### src/rtl/ble_cluster_pkg.sv
// ============================================================================
//  Module      : ble_cluster_pkg
//  Description : Shared helpers for the BLE cluster. Provides a ceiling-log2
//                function, the derived-width functions for the select field,
//                the per-BLE configuration word and the whole chain, and the
//                field offsets inside one BLE configuration word.
//  Revision    : 1.0  initial release
// ============================================================================
`default_nettype none

package ble_cluster_pkg;

    // Ceiling log2, returning at least 1 so a field never collapses to 0 bits.
    function automatic int clog2(input int v);
        int r;
        r = 1;
        for (int b = 1; b < 31; b++) begin
            if ((1 << b) < v) begin
                r = b + 1;
            end
        end
        return r;
    endfunction

    // Width of one LUT input-select field: codes cover {in, q} plus spare codes.
    function automatic int sel_w(input int i_cnt, input int n_cnt);
        return clog2(i_cnt + n_cnt);
    endfunction

    // Configuration bits per BLE: K selects, out_sel, ff_init, 2**K LUT bits.
    function automatic int ble_w(input int k_cnt, input int sw);
        return k_cnt * sw + 2 + (1 << k_cnt);
    endfunction

    // Total configuration chain length.
    function automatic int cfg_w(input int n_cnt, input int bw);
        return n_cnt * bw;
    endfunction

    // Field offsets relative to the base of a BLE configuration word.
    localparam int OFS_SEL = 0;

    function automatic int ofs_outsel(input int k_cnt, input int sw);
        return k_cnt * sw;
    endfunction

    function automatic int ofs_ffinit(input int k_cnt, input int sw);
        return k_cnt * sw + 1;
    endfunction

    function automatic int ofs_lut(input int k_cnt, input int sw);
        return k_cnt * sw + 2;
    endfunction

endpackage : ble_cluster_pkg

`default_nettype wire

### src/rtl/ble_slice.sv
// ============================================================================
//  Module      : ble_slice
//  Description : One basic logic element: K input-select muxes over the
//                cluster inputs and the cluster's registered outputs, a
//                K-input LUT, an output register with init-load and enable,
//                and the out_sel mux choosing registered or LUT output.
//  Ports       : clk, rst_n      clock / async active-low reset
//                i_cfg           this BLE's configuration word
//                i_in            cluster inputs
//                i_q_fb          registered outputs of all BLEs (feedback)
//                i_load          load ff_init into the register
//                i_upd           capture the LUT output into the register
//                o_q             register value
//                o_out           selected (ungated) BLE output
//  Revision    : 1.0  initial release
// ============================================================================
`default_nettype none

module ble_slice
    import ble_cluster_pkg::*;
#(
    parameter int K     = 4,
    parameter int N     = 4,
    parameter int I     = 10,
    parameter int SEL_W = sel_w(I, N),
    parameter int BLE_W = ble_w(K, SEL_W)
) (
    input  logic             clk,
    input  logic             rst_n,
    input  logic [BLE_W-1:0] i_cfg,
    input  logic [I-1:0]     i_in,
    input  logic [N-1:0]     i_q_fb,
    input  logic             i_load,
    input  logic             i_upd,
    output logic             o_q,
    output logic             o_out
);

    localparam int SRC_W      = 1 << SEL_W;
    localparam int LUT_SIZE   = 1 << K;
    localparam int OFS_OUTSEL = ofs_outsel(K, SEL_W);
    localparam int OFS_FFINIT = ofs_ffinit(K, SEL_W);
    localparam int OFS_LUT    = ofs_lut(K, SEL_W);

    logic [SRC_W-1:0]    w_src;
    logic [K-1:0]        w_idx;
    logic [LUT_SIZE-1:0] w_lut_tbl;
    logic                w_lut_out;
    logic                r_q;

    // Source vector indexed directly by a select code: inputs first, then
    // feedback from the registers, spare codes read as constant 0. Feedback
    // is taken from q only, so no combinational loop can be configured.
    always_comb begin
        w_src            = '0;
        w_src[I-1:0]     = i_in;
        w_src[I+N-1:I]   = i_q_fb;
    end

    for (genvar m = 0; m < K; m++) begin : g_sel
        logic [SEL_W-1:0] w_code;
        assign w_code   = i_cfg[OFS_SEL + m*SEL_W +: SEL_W];
        assign w_idx[m] = w_src[w_code];
    end

    assign w_lut_tbl = i_cfg[OFS_LUT +: LUT_SIZE];
    assign w_lut_out = w_lut_tbl[w_idx];

    always_ff @(posedge clk or negedge rst_n) begin
        if (!rst_n) begin
            r_q <= 1'b0;
        end else if (i_load) begin
            r_q <= i_cfg[OFS_FFINIT];
        end else if (i_upd) begin
            r_q <= w_lut_out;
        end
    end

    assign o_q   = r_q;
    assign o_out = i_cfg[OFS_OUTSEL] ? r_q : w_lut_out;

endmodule : ble_slice

`default_nettype wire

### src/rtl/ble_cluster.sv
// ============================================================================
//  Module      : ble_cluster
//  Description : Cluster of N BLEs configured through one serial shift chain.
//                Tracks the length of each programming session and only
//                enables the outputs once a session of exactly CFG_W shifts
//                has completed.
//  Ports       : clk, rst_n      clock / async active-low reset
//                prog_en         shift enable for the configuration chain
//                prog_in         serial configuration data in
//                prog_out        serial configuration data out (chain[0])
//                ce              clock enable for the BLE registers
//                in              cluster inputs
//                out             BLE outputs, 0 while unconfigured
//                cfg_valid       complete, correctly sized config loaded
//  Revision    : 1.0  initial release
// ============================================================================
`default_nettype none

module ble_cluster
    import ble_cluster_pkg::*;
#(
    parameter int K = 4,
    parameter int N = 4,
    parameter int I = 10
) (
    input  logic         clk,
    input  logic         rst_n,
    input  logic         prog_en,
    input  logic         prog_in,
    output logic         prog_out,
    input  logic         ce,
    input  logic [I-1:0] in,
    output logic [N-1:0] out,
    output logic         cfg_valid
);

    localparam int SEL_W = sel_w(I, N);
    localparam int BLE_W = ble_w(K, SEL_W);
    localparam int CFG_W = cfg_w(N, BLE_W);
    localparam int CNT_W = clog2(CFG_W + 2);

    localparam logic [CNT_W-1:0] C_CNT_ONE  = CNT_W'(1);
    localparam logic [CNT_W-1:0] C_CNT_FULL = CNT_W'(CFG_W);
    localparam logic [CNT_W-1:0] C_CNT_MAX  = CNT_W'(CFG_W + 1);

    logic [CFG_W-1:0] r_chain;
    logic [CNT_W-1:0] r_cnt;
    logic             r_pe_d;
    logic             r_cfg_valid;

    logic             w_load;
    logic             w_upd;
    logic [N-1:0]     w_q;
    logic [N-1:0]     w_slice_out;

    // Falling edge of prog_en ends a session and loads the configuration.
    assign w_load = ~prog_en & r_pe_d;
    assign w_upd  = r_cfg_valid & ~prog_en & ~w_load & ce;

    // Configuration chain: new bits enter at the top and leave from bit 0.
    always_ff @(posedge clk or negedge rst_n) begin
        if (!rst_n) begin
            r_chain <= '0;
        end else if (prog_en) begin
            r_chain <= {prog_in, r_chain[CFG_W-1:1]};
        end
    end

    // Session length counter. Saturating one past full length lets an
    // overlong session be told apart from an exact one.
    always_ff @(posedge clk or negedge rst_n) begin
        if (!rst_n) begin
            r_pe_d      <= 1'b0;
            r_cnt       <= '0;
            r_cfg_valid <= 1'b0;
        end else begin
            r_pe_d <= prog_en;
            if (prog_en) begin
                if (!r_pe_d) begin
                    r_cnt       <= C_CNT_ONE;
                    r_cfg_valid <= 1'b0;
                end else if (r_cnt != C_CNT_MAX) begin
                    r_cnt <= r_cnt + C_CNT_ONE;
                end
            end else if (r_pe_d) begin
                r_cfg_valid <= (r_cnt == C_CNT_FULL);
            end
        end
    end

    for (genvar j = 0; j < N; j++) begin : g_ble
        ble_slice #(
            .K     (K),
            .N     (N),
            .I     (I),
            .SEL_W (SEL_W),
            .BLE_W (BLE_W)
        ) u_slice (
            .clk    (clk),
            .rst_n  (rst_n),
            .i_cfg  (r_chain[j*BLE_W +: BLE_W]),
            .i_in   (in),
            .i_q_fb (w_q),
            .i_load (w_load),
            .i_upd  (w_upd),
            .o_q    (w_q[j]),
            .o_out  (w_slice_out[j])
        );
    end

    assign prog_out  = r_chain[0];
    assign cfg_valid = r_cfg_valid;
    assign out       = r_cfg_valid ? w_slice_out : '0;

endmodule : ble_cluster

`default_nettype wire

### config.mk
export PLATFORM = sky130hd
export DESIGN_NAME = ble_cluster
export DESIGN_NICKNAME = d
export VERILOG_FILES = /design/src/rtl/ble_cluster_pkg.sv /design/src/rtl/ble_slice.sv /design/src/rtl/ble_cluster.sv
export SDC_FILE = /design/constraint.sdc
export NUM_CORES = 1
export LEC_CHECK = 0
export ABC_AREA = 1
export ABC_CLOCK_PERIOD_IN_PS = 1750
export BUFFER_PORTS_ARGS = -buffer_cell sky130_fd_sc_hd__buf_2
export CAP_MARGIN = 10
export CORE_AREA = 2 2 129 131
export CTS_CLUSTER_SIZE = 16
export DETAILED_ROUTE_END_ITERATION = 8
export DIE_AREA = 0 0 131 133
export MAX_ROUTING_LAYER = met4
export PLACE_DENSITY_LB_ADDON = 0.2
export SETUP_SLACK_MARGIN = 0.02
export SYNTH_ARGS = -nofsm -noshare
export SYNTH_HDL_FRONTEND = slang
export SYNTH_SLANG_ARGS = --single-unit
### constraint.sdc
create_clock -name clk -period 1.75 [get_ports clk]
set_input_delay 0.175 -clock clk [delete_from_list [all_inputs] [get_ports clk]]
set_output_delay 0.175 -clock clk [all_outputs]
set_load 0.01 [all_outputs]
==> flow_summary.toml <==
[timing]
tightest_slew_ns = 0.8572
final_max_slew_viol_count = 0
min_period_ns = 2.494
fmax_mhz = 401.0
timing.final.crit_share = 1.425
clock_skew_ns = 0.01077
fin_hold_ws_ns = 0.05559
setup_slack_ns = -0.7435
finalHoldViolations = 0
setup_viol = 8
slew_headroom = 0.4285
grt_setup_unrepaired = "true"

[route]
routed_wl_um = 24530
ant_nets = 0
wl_per_cell_um = 15.60
vias = 8599
drc_errors = 0
drtIter0Drc = 776
dr.pass1.iters = 5
routed_via_density = 5.470

[critical_path]
timing.critical_path.mode_cell = "nand3_1"
cpLargestDelayFamily = "buffers and inverters"
reg2reg_slack_ns = -0.58
worst_setup_path_start_kind = "register"
endpoint_kind = "primary output"
crit_fanout = 5
cp.required_ns = 1.57
path_cells = "buf_12 > clkinvlp_4 > buf_4 > nand2_1 > o2111ai_1 > nand3_1 > nand2_2 > inv_2 > nand3_1 > nand3_1 > nand2_2 > a21oi_2 > buf_2"
rr_startpoint = "g_ble[3].u_slice.o_q"
crit_buf_inv = 5
reg2reg_to = "g_ble[0].u_slice.o_q"
r2r_cells = 17
cp_data_arrival_time_ns = 2.32
critPathMaxStageDelay_ns = 0.43
path_class = "reg -> out"
slowest_stage = "dfrtp_2"

[place]
dp.final_hpwl_um = 15830
gp_congestion = 0.8830
port_buffers = 20
place_ws_ns = -0.4247

[min_path]
hold_start = "prog_en"
hold_class = "in -> reg"
holdPathStages = 3
hold_path_end = "r_chain[125]"

[grt]
antenna_found_initial = 0
grt_pass1_wl_um = 39720
grt_use_met1 = 0.4030
busiest_layer = "met2"
grt_overflow = 0
grt_max_degree = 188
grt_use_met2 = 0.4499
first_global_vias = 7940
use_met3 = 0.05055
grtUsageTotal = 0.2983

[final_layout]
final_cell_mix = "nand2_1 (413), dfrtp_1 (144), nand3_1 (143)"
nets = 1358
diodes = 0
drive_gt1_frac = 0.2271
layout_commonest_cell = "nand2_1"
area_delta_synth_final_pct = 25.58

[synth]
synth_nets = 1236
synth_top_cell_area_share = 0.4328
ys_types = 32
netlist_instances = 1217
syn_area_per_cell_um2 = 7.127
synth_top_family_by_area = "simple AND/OR/NAND/NOR gates"
syn_area_mm2 = 0.008673
post_synth_xor_area_fraction = 0
synth_edf_count = 0
yosys_register_bits = 150
synth_ff_type = "dfrtp_1"
ys_warn_count = 0
synth-simple-area-share = 0.3390
async_flop_share = 1.000
synth_area_leaders = "dfrtp_1 (43%), nand2_1 (19%), nand3_1 (9.8%), o21ai_0 (7.8%), inv_1 (3.9%)"
synth_compound_area_frac = 0.1418
synth_top_area_cell = "dfrtp_1"
ys_seq_area_frac = 0.4328
synthMuxAreaShare = 0
synth_fa_ha_area_frac = 0.005770

[floorplanning]
coreArea_mm2 = 0.01617
die_y_um = 133
placementRows = 47
die_area_mm2 = 0.01742
die_w_um = 131
io_pins = 21
start_util = 0.5363

[clock_network]
root_buffer = "clkbuf_16"
cts-buffers-inserted = 17
cts_tree = "built"
cts_sinks = 150
clkTransAtPathRegs_ns = 0.06
clock_path_buffers = 2
cts_max_level = 4
clk_latency_ns = 0.43

[power_and_ir_drop]
total_power_mw = 11.85
power_frac_clock = 0.296
seqPwrFrac = 0.370
switching_share = 0.3541
combPwrFrac = 0.333
max-vdd-ir-drop_mv = 1.019
switchingPower_mw = 4.195
internal_power_mw = 7.653
p_per_area_mw_per_mm2 = 1088
p_leak_nw = 5.288

[outcome]
status = "finished, violations left"
violations = "setup timing"

[job]
maxCapViolations = 0
[registers in the layout, summed over array words and instances (netlist names)]
signal and count:
r_cnt 8, g_ble.u_slice.o_q 4, cfg_valid 1, r_chain 136, r_pe_d 1
[through the flow]
step,std cells,TNS [ns],cell area (µm²),util
2_1_floorplan,1217,0,8701,-
4_1_cts,1554,-3.454,10520,0.6508
3_5_place_dp,1509,-2.259,9722,0.6012
3_3_place_gp,1509,-2.020,9722,0.6012
6_report,1572,-4.050,10890,0.6735
5_1_grt,1572,-4.866,10890,0.6735
[worst max path at each step]
stage	from	endpoint	depth (start not counted)
finish	g_ble[3].u_slice.o_q	out[1]	13
global route	g_ble[3].u_slice.o_q	out[1]	13
CTS	g_ble[3].u_slice.o_q	out[1]	14
detailed placement	in[1]	out[3]	15
global placement	r_chain[102]	out[3]	13
floorplan	r_chain[0]	out[0]	13
[synthesized netlist by cell type (2+ instances only)]
cell	count
nand2_1	431
nand3_1	170
dfrtp_1	150
o21ai_0	136
inv_1	89
a21oi_1	46
clkbuf_1	30
nor2_1	24
o211ai_1	22
inv_2	20
buf_2	18
nand2_2	15
nand4_1	9
nand3_2	7
o2111ai_1	5
buf_6	4
clkbuf_2	4
ha_1	4
nor3_1	4
o22ai_1	4
nand2_4	3
nand3_4	3
o21ai_1	3
o21bai_1	3
a21oi_2	2
buf_4	2
clkinv_1	2
nand2_8	2
o21bai_2	2
[per-layer routing]
metal / routed length, µm / vias up
met1: 10860 / 4031
met2: 11530 / 274
met5: 0 / -
li1: - / 4248
met3: 1497 / 46
met4: 645 / 0
[layout make-up]
class / instances / area, µm²
clock buffers: 22 / 464.2
clock inverters: 10 / 97.59
fillers: 1380 / 5280
inverters: 111 / 441.7
multi-input cells: 905 / 4566
flip-flops and latches: 150 / 3761
well taps: 220 / 275.3
repair buffers: 153 / 1279
repair inverters: 1 / 7.507
[what timing repair did]
item,4_1_cts,5_1_grt
endpoints found under the hold margin,39,0
setup endpoints to repair,8,10
hold buffers,2,0
pin swaps,19,34
resized for setup,38,57
buffers inserted,8,13
gates cloned,3,5
[power groups by stage]
| stage | clock network [mW] | logic (mW) | registers, mW |
|---|---|---|---|
| 6_report | 3.51 | 3.95 | 4.39 |
| 5_1_grt | 3.70 | 4.36 | 4.45 |
| 4_1_cts | 3.55 | 3.63 | 4.37 |
| 3_5_place_dp | 0 | 3.28 | 4.41 |
| 3_3_place_gp | 0 | 3.23 | 4.41 |
| 2_1_floorplan | 0 | 2.13 | 4.29 |
[tightest hold or removal path: cells and delay by family]
family        cells  cell delay [ns]
buf+inv           1             0.16
simple gates      2             0.12
[logic make-up after synthesis]
family / after synthesis
buf+inv: 169
compound gates: 224
flops: 150
simple gates: 670
fa+ha+maj: 4
Power figures use the tool's default switching activity.
